==> src/rtl/seven_seg_pkg.sv <==
// Shared types and constants for the four-digit seven-segment scanner.
// Glyphs are active-low, bit order g,f,e,d,c,b,a.
package seven_seg_pkg;

    typedef enum logic [2:0] {
        BLANK = 3'd0,
        SCAN0 = 3'd1,
        SCAN1 = 3'd2,
        SCAN2 = 3'd3,
        SCAN3 = 3'd4
    } state_t;

    localparam int NUM_DIGITS = 4;
    localparam logic [6:0] SEG_BLANK = 7'b1111111;

    localparam logic [6:0] GLYPH [16] = '{
        7'b1000000, 7'b1111001, 7'b0100100, 7'b0110000,
        7'b0011001, 7'b0010010, 7'b0000010, 7'b1111000,
        7'b0000000, 7'b0010000, 7'b0001000, 7'b0000011,
        7'b1000110, 7'b0100001, 7'b0000110, 7'b0001110
    };

    // Digit position driven in a given state; BLANK maps to 0 but is masked by the caller.
    function automatic logic [1:0] scan_digit(input state_t st);
        logic [1:0] idx;
        idx = 2'd0;
        case (st)
            SCAN1:   idx = 2'd1;
            SCAN2:   idx = 2'd2;
            SCAN3:   idx = 2'd3;
            default: idx = 2'd0;
        endcase
        return idx;
    endfunction

endpackage

==> src/rtl/seven_seg_scan_hex_to_seg7.sv <==
// Combinational hex digit to active-low seven-segment glyph decoder.
module hex_to_seg7
    import seven_seg_pkg::*;
(
    input  logic [3:0] i_hex,
    output logic [6:0] o_seg
);

    assign o_seg = GLYPH[i_hex];

endmodule

==> src/rtl/seven_seg_scan.sv <==
// Four-digit multiplexed seven-segment scanner with tear-free shadow loading.
// Optional leading-zero blanking is enabled by defining SEVEN_SEG_LEADING_BLANK_EN.
//
// state | meaning
// BLANK | after reset, all anodes off until the first prescaler step
// SCAN0 | digit 0 (rightmost) driven
// SCAN1 | digit 1 driven
// SCAN2 | digit 2 driven
// SCAN3 | digit 3 driven; leaving it is the frame/commit boundary
module seven_seg_scan
    import seven_seg_pkg::*;
#(
    parameter int PRESCALE_BITS = 16
) (
    input  logic        clk,
    input  logic        rst,
    input  logic [15:0] value,
    input  logic [3:0]  dp_in,
    input  logic        load,
    output logic        load_ack,
    output logic [3:0]  an,
    output logic [6:0]  seg,
    output logic        dp,
    output logic        frame_tick
);

    logic [PRESCALE_BITS-1:0] r_prescale;
    state_t                   r_state;
    state_t                   w_state_nxt;
    logic [15:0]              r_shadow_val;
    logic [3:0]               r_shadow_dp;
    logic                     r_pend;
    logic [15:0]              r_disp_val;
    logic [3:0]               r_disp_dp;

    logic        w_step;
    logic        w_commit;
    logic [15:0] w_disp_val_nxt;
    logic [3:0]  w_disp_dp_nxt;
    logic        w_ack_nxt;
    logic [1:0]  w_digit_idx;
    logic [3:0]  w_hex;
    logic [6:0]  w_glyph;
    logic        w_blank_digit;
    logic [3:0]  w_an_nxt;
    logic [6:0]  w_seg_nxt;
    logic        w_dp_nxt;

    assign w_step   = &r_prescale;
    assign w_commit = w_step && (r_state == SCAN3);

    always_comb begin
        w_state_nxt = r_state;
        if (w_step) begin
            case (r_state)
                BLANK:   w_state_nxt = SCAN0;
                SCAN0:   w_state_nxt = SCAN1;
                SCAN1:   w_state_nxt = SCAN2;
                SCAN2:   w_state_nxt = SCAN3;
                SCAN3:   w_state_nxt = SCAN0;
                default: w_state_nxt = BLANK;
            endcase
        end
    end

    // A load landing on the commit edge bypasses the shadow so it is not delayed a frame.
    always_comb begin
        w_disp_val_nxt = r_disp_val;
        w_disp_dp_nxt  = r_disp_dp;
        w_ack_nxt      = 1'b0;
        if (w_commit) begin
            if (load) begin
                w_disp_val_nxt = value;
                w_disp_dp_nxt  = dp_in;
                w_ack_nxt      = 1'b1;
            end else if (r_pend) begin
                w_disp_val_nxt = r_shadow_val;
                w_disp_dp_nxt  = r_shadow_dp;
                w_ack_nxt      = 1'b1;
            end
        end
    end

    // Outputs are decoded from next-cycle state/display so they register alongside them.
    assign w_digit_idx = scan_digit(w_state_nxt);
    assign w_hex       = w_disp_val_nxt[{w_digit_idx, 2'b00} +: 4];

    hex_to_seg7 u_hex_to_seg7 (
        .i_hex (w_hex),
        .o_seg (w_glyph)
    );

`ifdef SEVEN_SEG_LEADING_BLANK_EN
    logic [3:0] w_lead_zero;
    assign w_lead_zero[3] = (w_disp_val_nxt[15:12] == 4'd0);
    assign w_lead_zero[2] = w_lead_zero[3] && (w_disp_val_nxt[11:8] == 4'd0);
    assign w_lead_zero[1] = w_lead_zero[2] && (w_disp_val_nxt[7:4] == 4'd0);
    assign w_lead_zero[0] = 1'b0;
    assign w_blank_digit  = w_lead_zero[w_digit_idx];
`else
    assign w_blank_digit  = 1'b0;
`endif

    always_comb begin
        w_an_nxt  = 4'b1111;
        w_seg_nxt = SEG_BLANK;
        w_dp_nxt  = 1'b1;
        if (w_state_nxt != BLANK) begin
            w_an_nxt  = ~(4'b0001 << w_digit_idx);
            w_seg_nxt = w_blank_digit ? SEG_BLANK : w_glyph;
            w_dp_nxt  = ~w_disp_dp_nxt[w_digit_idx];
        end
    end

    always_ff @(posedge clk) begin
        if (!rst) begin
            r_prescale   <= '0;
            r_state      <= BLANK;
            r_shadow_val <= '0;
            r_shadow_dp  <= '0;
            r_pend       <= 1'b0;
            r_disp_val   <= '0;
            r_disp_dp    <= '0;
            an           <= 4'b1111;
            seg          <= SEG_BLANK;
            dp           <= 1'b1;
            load_ack     <= 1'b0;
            frame_tick   <= 1'b0;
        end else begin
            r_prescale <= r_prescale + 1'b1;
            r_state    <= w_state_nxt;
            if (load) begin
                r_shadow_val <= value;
                r_shadow_dp  <= dp_in;
            end
            if (w_commit) begin
                r_pend <= 1'b0;
            end else if (load) begin
                r_pend <= 1'b1;
            end
            r_disp_val <= w_disp_val_nxt;
            r_disp_dp  <= w_disp_dp_nxt;
            an         <= w_an_nxt;
            seg        <= w_seg_nxt;
            dp         <= w_dp_nxt;
            load_ack   <= w_ack_nxt;
            frame_tick <= w_commit;
        end
    end

endmodule

==> config.mk <==
export PLATFORM = sky130hd
export DESIGN_NAME = seven_seg_scan
export DESIGN_NICKNAME = d
export VERILOG_FILES = /design/src/rtl/seven_seg_pkg.sv /design/src/rtl/seven_seg_scan_hex_to_seg7.sv /design/src/rtl/seven_seg_scan.sv
export SDC_FILE = /design/constraint.sdc
export NUM_CORES = 1
export LEC_CHECK = 0
export CAP_MARGIN = 40
export CORE_MARGIN = 1.5
export CORE_UTILIZATION = 30
export DETAILED_ROUTE_END_ITERATION = 6
export SETUP_SLACK_MARGIN = 0.05
export SLEW_MARGIN = 20
export SYNTH_ARGS = -nofsm -noshare
export SYNTH_HDL_FRONTEND = slang
export SYNTH_HIERARCHICAL = 1
export SYNTH_SLANG_ARGS = --single-unit
==> constraint.sdc <==
create_clock -name clk -period 6.4 [get_ports clk]
set_input_delay 0.64 -clock clk [delete_from_list [all_inputs] [get_ports clk]]
set_output_delay 0.64 -clock clk [all_outputs]
set_load 0.02 [all_outputs]
### After elaboration in Yosys (flattened, before gate mapping)

Memories as Yosys holds them, arrays and structs flattened. A register that Yosys moved wholly into a read port is not among the register bits.
Index checks and enable logic that the tools add are counted.

| cells by class | value |
|---|---|
| shifts and indexed selects | 2 |
| order comparisons | 1 |
| reductions and logical operators | 9 |
| multiplexer cells | 13 |
| eq/ne operators | 7 |
| bitwise logic cells | 4 |
| add/subtract/negate cells | 1 |

Operator list:

| kind | number |
|---|---|
| 16-bit two-way mux | 3 |
| 16-bit by 1-bit adder with 16-bit output, second input constant | 1 |
| 16-bit AND reduction | 1 |
| 16-bit by 5-bit indexed part select with 4-bit output | 1 |
| 3-bit by 2-bit equality test with 1-bit output, second input constant | 4 |
| 4-bit two-way mux | 3 |
| 3-bit one-hot mux with 4 select lines | 1 |
| 3-bit equality test, second input constant | 2 |
| 2-bit one-hot mux with 3 select lines | 1 |
| 4-bit NOT with 5-bit output | 1 |
| 4-bit NOT | 1 |
| 2-bit AND reduction | 2 |
| 2-bit OR reduction | 2 |
| 1-bit by 2-bit << shifter with 4-bit output, first input constant | 1 |
| 3-bit by 1-bit equality test with 1-bit output, second input constant | 1 |
| 3-bit logical NOT | 1 |
| 2-bit by 3-bit < comparator with 1-bit output, second input constant | 1 |
| 1-bit two-way mux | 3 |
| 3-bit two-way mux | 1 |
| 3-bit nonzero test | 1 |
| 1-bit binary-select mux with 2-bit select | 1 |
| 1-bit NOT | 2 |
| 1-bit logical AND | 1 |
| 1-bit logical NOT | 1 |

| word-level totals | value |
|---|---|
| memories kept | 1 |
| output and inout port bits | 14 |
| register bits after elaboration | 67 |
| ROM bits | 112 |

Memory list:

| name | words | bits a word | read ports | clocked after Yosys merged registers in | wr ports | RTL line | RTL |
|---|---|---|---|---|---|---|---|
| (no name shown) | 16 | 7 | 1 | 1 | 0 | seven_seg_scan_hex_to_seg7.sv:9 | `assign o_seg = GLYPH[i_hex];` |

### Longest topological paths before layout

| depth | value |
|---|---|
| depth after elaboration | 9 |
| depth in mapped cells | 16 |
| mapped depth without buffers | 13 |

### By module

The synthesis kept the hierarchy.

Modules (own cells, without submodules):

| module | instances | area an instance (sq um) | cells each |
|---|---|---|---|
| seven_seg_scan | 1 | 3330.7 | 354 |
| hex_to_seg7 | 1 | 256.5 | 36 |

### Worst setup path after synthesis

No wires, ideal clock.

| timing path | value |
|---|---|
| path type | reg-to-reg |
| start | register r_prescale[0] |
| end | register seg[3] |
| arrival time | 3.228 ns |
| setup slack | 3.049 ns |
| stages on the path, launching flop included | 15 |
| path buffers | 2 |
| path through | dfxtp_1 -> ha_1 -> nand3_1 -> or4_1 -> buf_6 -> nor3_4 -> buf_6 -> mux2_1 -> a22oi_1 -> o211ai_2 -> ha_1 -> or2_1 -> a21oi_1 -> a31oi_1 -> or2_2 |

| between the ends | value |
|---|---|
| cells in the longest elaborated chain, start to end | 6 |
| elaborated cells on any way between the ends | 13 |
| classes of those cells | 3 x eq/ne; 1 x shift; 3 x mux; 1 x bitwise; 5 x reduce/logical |

RTL lines:

| element | RTL line | RTL |
|---|---|---|
| start: declaration | seven_seg_scan.sv:27 | `logic [PRESCALE_BITS-1:0] r_prescale;` |
| start signal: assignment | seven_seg_scan.sv:130 | `r_prescale <= r_prescale + 1'b1;` |
| 16-bit AND reduction (*) | seven_seg_scan.sv:49 | `assign w_step = &r_prescale;` |
| 3-bit two-way mux | seven_seg_scan.sv:54 | `if (w_step) begin` |
| 3-bit equality test or 3-bit by 2-bit equality test with 1-bit output (tied branches) | seven_seg_pkg.sv:27 | `case (st)` |
| 2-bit one-hot mux with 3 select lines | seven_seg_pkg.sv:27 |  |
| 16-bit by 5-bit indexed part select with 4-bit output (*) | seven_seg_scan.sv:86 | `assign w_hex = w_disp_val_nxt[{w_digit_idx, 2'b00} +: 4];` |
| net w_hex[0] | seven_seg_scan.sv:42 | `logic [3:0] w_hex;` |
| 4-bit NOT with 5-bit output (not written as such) (*) | seven_seg_scan_hex_to_seg7.sv:9 |  |
| end: declaration | seven_seg_scan.sv:22 | `output logic [6:0] seg,` |

Mark *: on every way through the listed nets, which the timed path passes. The rest lies on a longest branch.
A chain may end at the register's enable or synchronous reset.

### Worst setup path in the final report

Ends and elaborated chain as after synthesis.

==> impl_metrics.py <==
metrics = {
    "global_route": {
        "grt_overflow": 0,
        "grt_busiest_layer": "met2",
        "grt.total_usage_pct": 13.4,
        "grtUsageMet1_pct": 19.0,
        "grt_pass1_vias": 2600,
        "gr-usage-met3_pct": 3.08,
        "grt_pass1_wl_um": 13300,
        "met2_usage_pct": 19.3,
        "grt_max_degree": 46,
        "antenna_found_initial": 0,
    },
    "logic_synthesis": {
        "synth.avg_cell_area_um2": 9.20,
        "syn_area_um2": 3590,
        "synth_seq_cells": 74,
        "synth_ff_type": "dfxtp_1",
        "syn_nets": 421,
        "ys_seq_area_share_pct": 41.3,
        "ys_async_sr_fraction_pct": 0,
        "synth_edf_count": 0,
        "ys_warn_count": 6,
        "syn_inst": 390,
        "ys_types": 62,
    },
    "timing": {
        "setup_viol": 0,
        "relSlewSlack_pct": 45.4,
        "worst_clock_skew_ns": 0.00903,
        "grt_setup_unrepaired": "false",
        "timing.final.crit_period_ns": 4.31,
        "tightest_slew_ns": 0.813,
        "final_hold_viol_count": 0,
        "fmax_ghz": 0.232,
        "fin_tns_setup_ns": 0,
        "slew_violations": 0,
        "final.period_utilization_pct": 67.4,
    },
    "worst_setup_path": {
        "path_common_cell": "ha_1",
        "cpPeakStageDelay_ns": 0.81,
        "crit_type": "flop to flop",
        "cp_top_family": "simple AND/OR/NAND/NOR gates",
        "cp_cell_sequence": "ha_1 -> nand3_1 -> or4_1 -> nor3_4 -> mux2_1 -> a22oi_1 -> o211ai_2 -> ha_1 -> or2_1 -> a21oi_1 -> a31oi_1 -> or2_2",
        "crit_path_end_kind": "flop",
        "cp.arrival_ns": 4.53,
        "critical_path_buf_inv_count": 0,
        "worstPathMaxFanout": 21,
        "cp-start-kind": "flop",
        "cp.required_ns": 6.62,
        "cp_slowest_cell": "or4_1",
    },
    "cts": {
        "cts_sinks": 74,
        "clk_latency_ns": 0.34,
        "ctsHoldBuffers": 0,
        "htree_levels": 3,
        "numCtsBuffers": 9,
        "post_cts_buffers": 0,
        "cts_tree": "built",
        "clock-root-buffer": "clkbuf_16",
        "clk_pin_slew_ns": 0.05,
        "clock_path_buffers": 2,
        "cts.repair.resized": 0,
    },
    "drt": {
        "drc_errors": 0,
        "wl_per_cell_um": 14.2,
        "drt-total-wl_um": 8070,
        "drtIter0Drc": 118,
        "firstDrtPassIters": 6,
        "ant_nets": 0,
        "vias_per_cell": 4.97,
        "vias": 2820,
    },
    "cells_and_area": {
        "final_net_count": 450,
        "antenna_cells": 0,
        "drive_above_1_share_pct": 10.1,
        "area_growth_syn_to_layout_pct": 21.5,
    },
    "placement": {
        "port_buffers": 36,
        "gp_congestion": 0.780,
        "hpwl_um": 5710,
    },
    "power": {
        "max-vdd-ir-drop_uv": 107,
        "power.density_nw_per_um2": 245,
        "power_mw": 1.07,
        "p_leak_nw": 1.72,
    },
    "status": {
        "status": "complete, no violations",
    },
    "worst_hold_path": {
        "hold_path_class": "flop to flop",
    },
    "job": {
        "maxCapViolCount": 0,
    },
    "floorplanning": {
        "core_area_um2": 11500,
        "die-height_um": 112,
        "fp-row-count": 39,
        "die_w_um": 112,
        "fp.dieArea_um2": 12600,
        "io_pins": 37,
        "initial_core_util_pct": 31.1,
    },
}
==> cells in the mapped netlist (5+ instances only) <==
master,n,area share [%]
o211ai_1,5,1.0
ha_1,8,2.8
o21ai_0,14,2.0
and2_1,20,3.5
xor2_1,5,1.2
and3_1,5,0.87
nand3_1,14,2.0
dfxtp_1,74,41
inv_1,5,0.52
nand2_1,31,3.2
o21ai_1,6,0.84
o211a_1,5,1.4
a21oi_1,6,0.84
xnor2_1,8,2.0
mux2i_1,21,5.9
o221ai_1,5,1.2
clkbuf_1,13,1.4
or2_2,8,1.4
nor2b_1,29,5.1
nor2_1,26,2.7
o22ai_1,9,1.6
==> layer usage <==
layer / share of wire (%) / vias to the layer above
met4: 2.0 / 0
met3: 3.2 / 12
met1: 51 / 1320
met2: 44 / 50
li1: - / 1438
met5: 0 / -
==> layout by cell type (no fill, tap or decap), types with 2 or more instances in the layout <==
master           synthesis  layout
o21ai_1                  6       6
nor2b_1                 29      29
xor2_1                   5       5
o22a_1                   3       3
clkbuf_16                0       9
nor3_1                   3       3
xnor2_1                  8       8
o221ai_1                 5       5
o211a_1                  5       5
nand2b_1                 2       2
clkdlybuf4s50_1          0      35
or4_1                    2       2
clkinv_2                 0       3
a31oi_1                  4       4
buf_4                    1       2
dfxtp_1                 74      74
o211ai_1                 5       5
o21a_1                   4       4
inv_1                    5       5
o21ai_0                 14      14
clkbuf_8                 0       2
and2_1                  20      20
mux2_1                   2       2
and3_1                   5       5
a21oi_1                  6       6
ha_1                     8       8
nor3b_1                  4       4
o22ai_1                  9       9
and4_1                   2       2
nand3_1                 14      14
nor2_1                  26      26
nand2_2                  2       2
nand2_1                 31      31
or2_2                    8       8
a2bb2oi_1                4       4
a22oi_1                  3       3
a21boi_0                 2       2
nand4_1                  4       4
mux2i_1                 21      21
==> worst reg2reg max path: stages, from the launching register on <==
cell      delay (ns)
dfxtp_1         0.34
ha_1            0.20
nand3_1         0.24
or4_1           0.81
nor3_4          0.81
mux2_1          0.39
a22oi_1         0.22
o211ai_2        0.20
ha_1            0.25
or2_1           0.23
a21oi_1         0.14
a31oi_1         0.06
or2_2           0.30
==> metrics by stage <==
stage | util, % | hold slack, ns | cells | setup WS (ns) | area, um2
2_1_floorplan | - | 0.420 | 390 | 3.05 | 3590
3_3_place_gp | 34.8 | 0.434 | 548 | 2.02 | 4010
3_5_place_dp | 35.1 | 0.436 | 550 | 1.92 | 4040
4_1_cts | 37.7 | 0.447 | 566 | 2.08 | 4340
5_1_grt | 37.8 | 0.461 | 567 | 1.80 | 4360
6_report | 37.8 | 0.441 | 567 | 2.09 | 4360
==> worst paths after layout <==
| kind | start | endpoint | slack (ns) | cells past startpoint |
|---|---|---|---|---|
| max | r_prescale[0] | seg[3] | 2.09 | 12 |
| min | r_prescale[0] | r_prescale[0] | 0.44 | 1 |
| max reg2reg | r_prescale[0] | seg[3] | 2.09 | 12 |
| min reg2reg | r_prescale[0] | r_prescale[0] | 0.44 | 1 |
==> registers in the layout (all words and copies together) (netlist names) <==
signal        flops
r_shadow_val     16
an                4
r_state           3
r_prescale       16
r_shadow_dp       4
r_disp_val       16
dp                1
r_pend            1
seg               7
load_ack          1
frame_tick        1
r_disp_dp         4
==> power by group <==
part           switching (mW)  total, mW  internal, mW
Clock                   0.191      0.512         0.321
Combinational          0.0349     0.0736        0.0386
Sequential            0.00846      0.482         0.474
Total                   0.235       1.07         0.833
==> logic make-up after synthesis <==
logic type      share of synthesized area, %
fa+ha+maj                               2.79
simple gates                            25.3
flops                                   41.3
buf+inv                                 3.94
mux                                     7.22
compound gates                          16.3
xor+xnor                                3.17
==> area by class of cell <==
class | instances | area, um2
clock buffer | 11 | 253
timing repair buffer | 40 | 405
tap | 143 | 179
clock inverter | 5 | 52.6
sequential | 74 | 1480
inverter | 6 | 22.5
multi-input combinational | 288 | 1960
fill | 1185 | 7160
(Power assumes the default switching activity.)
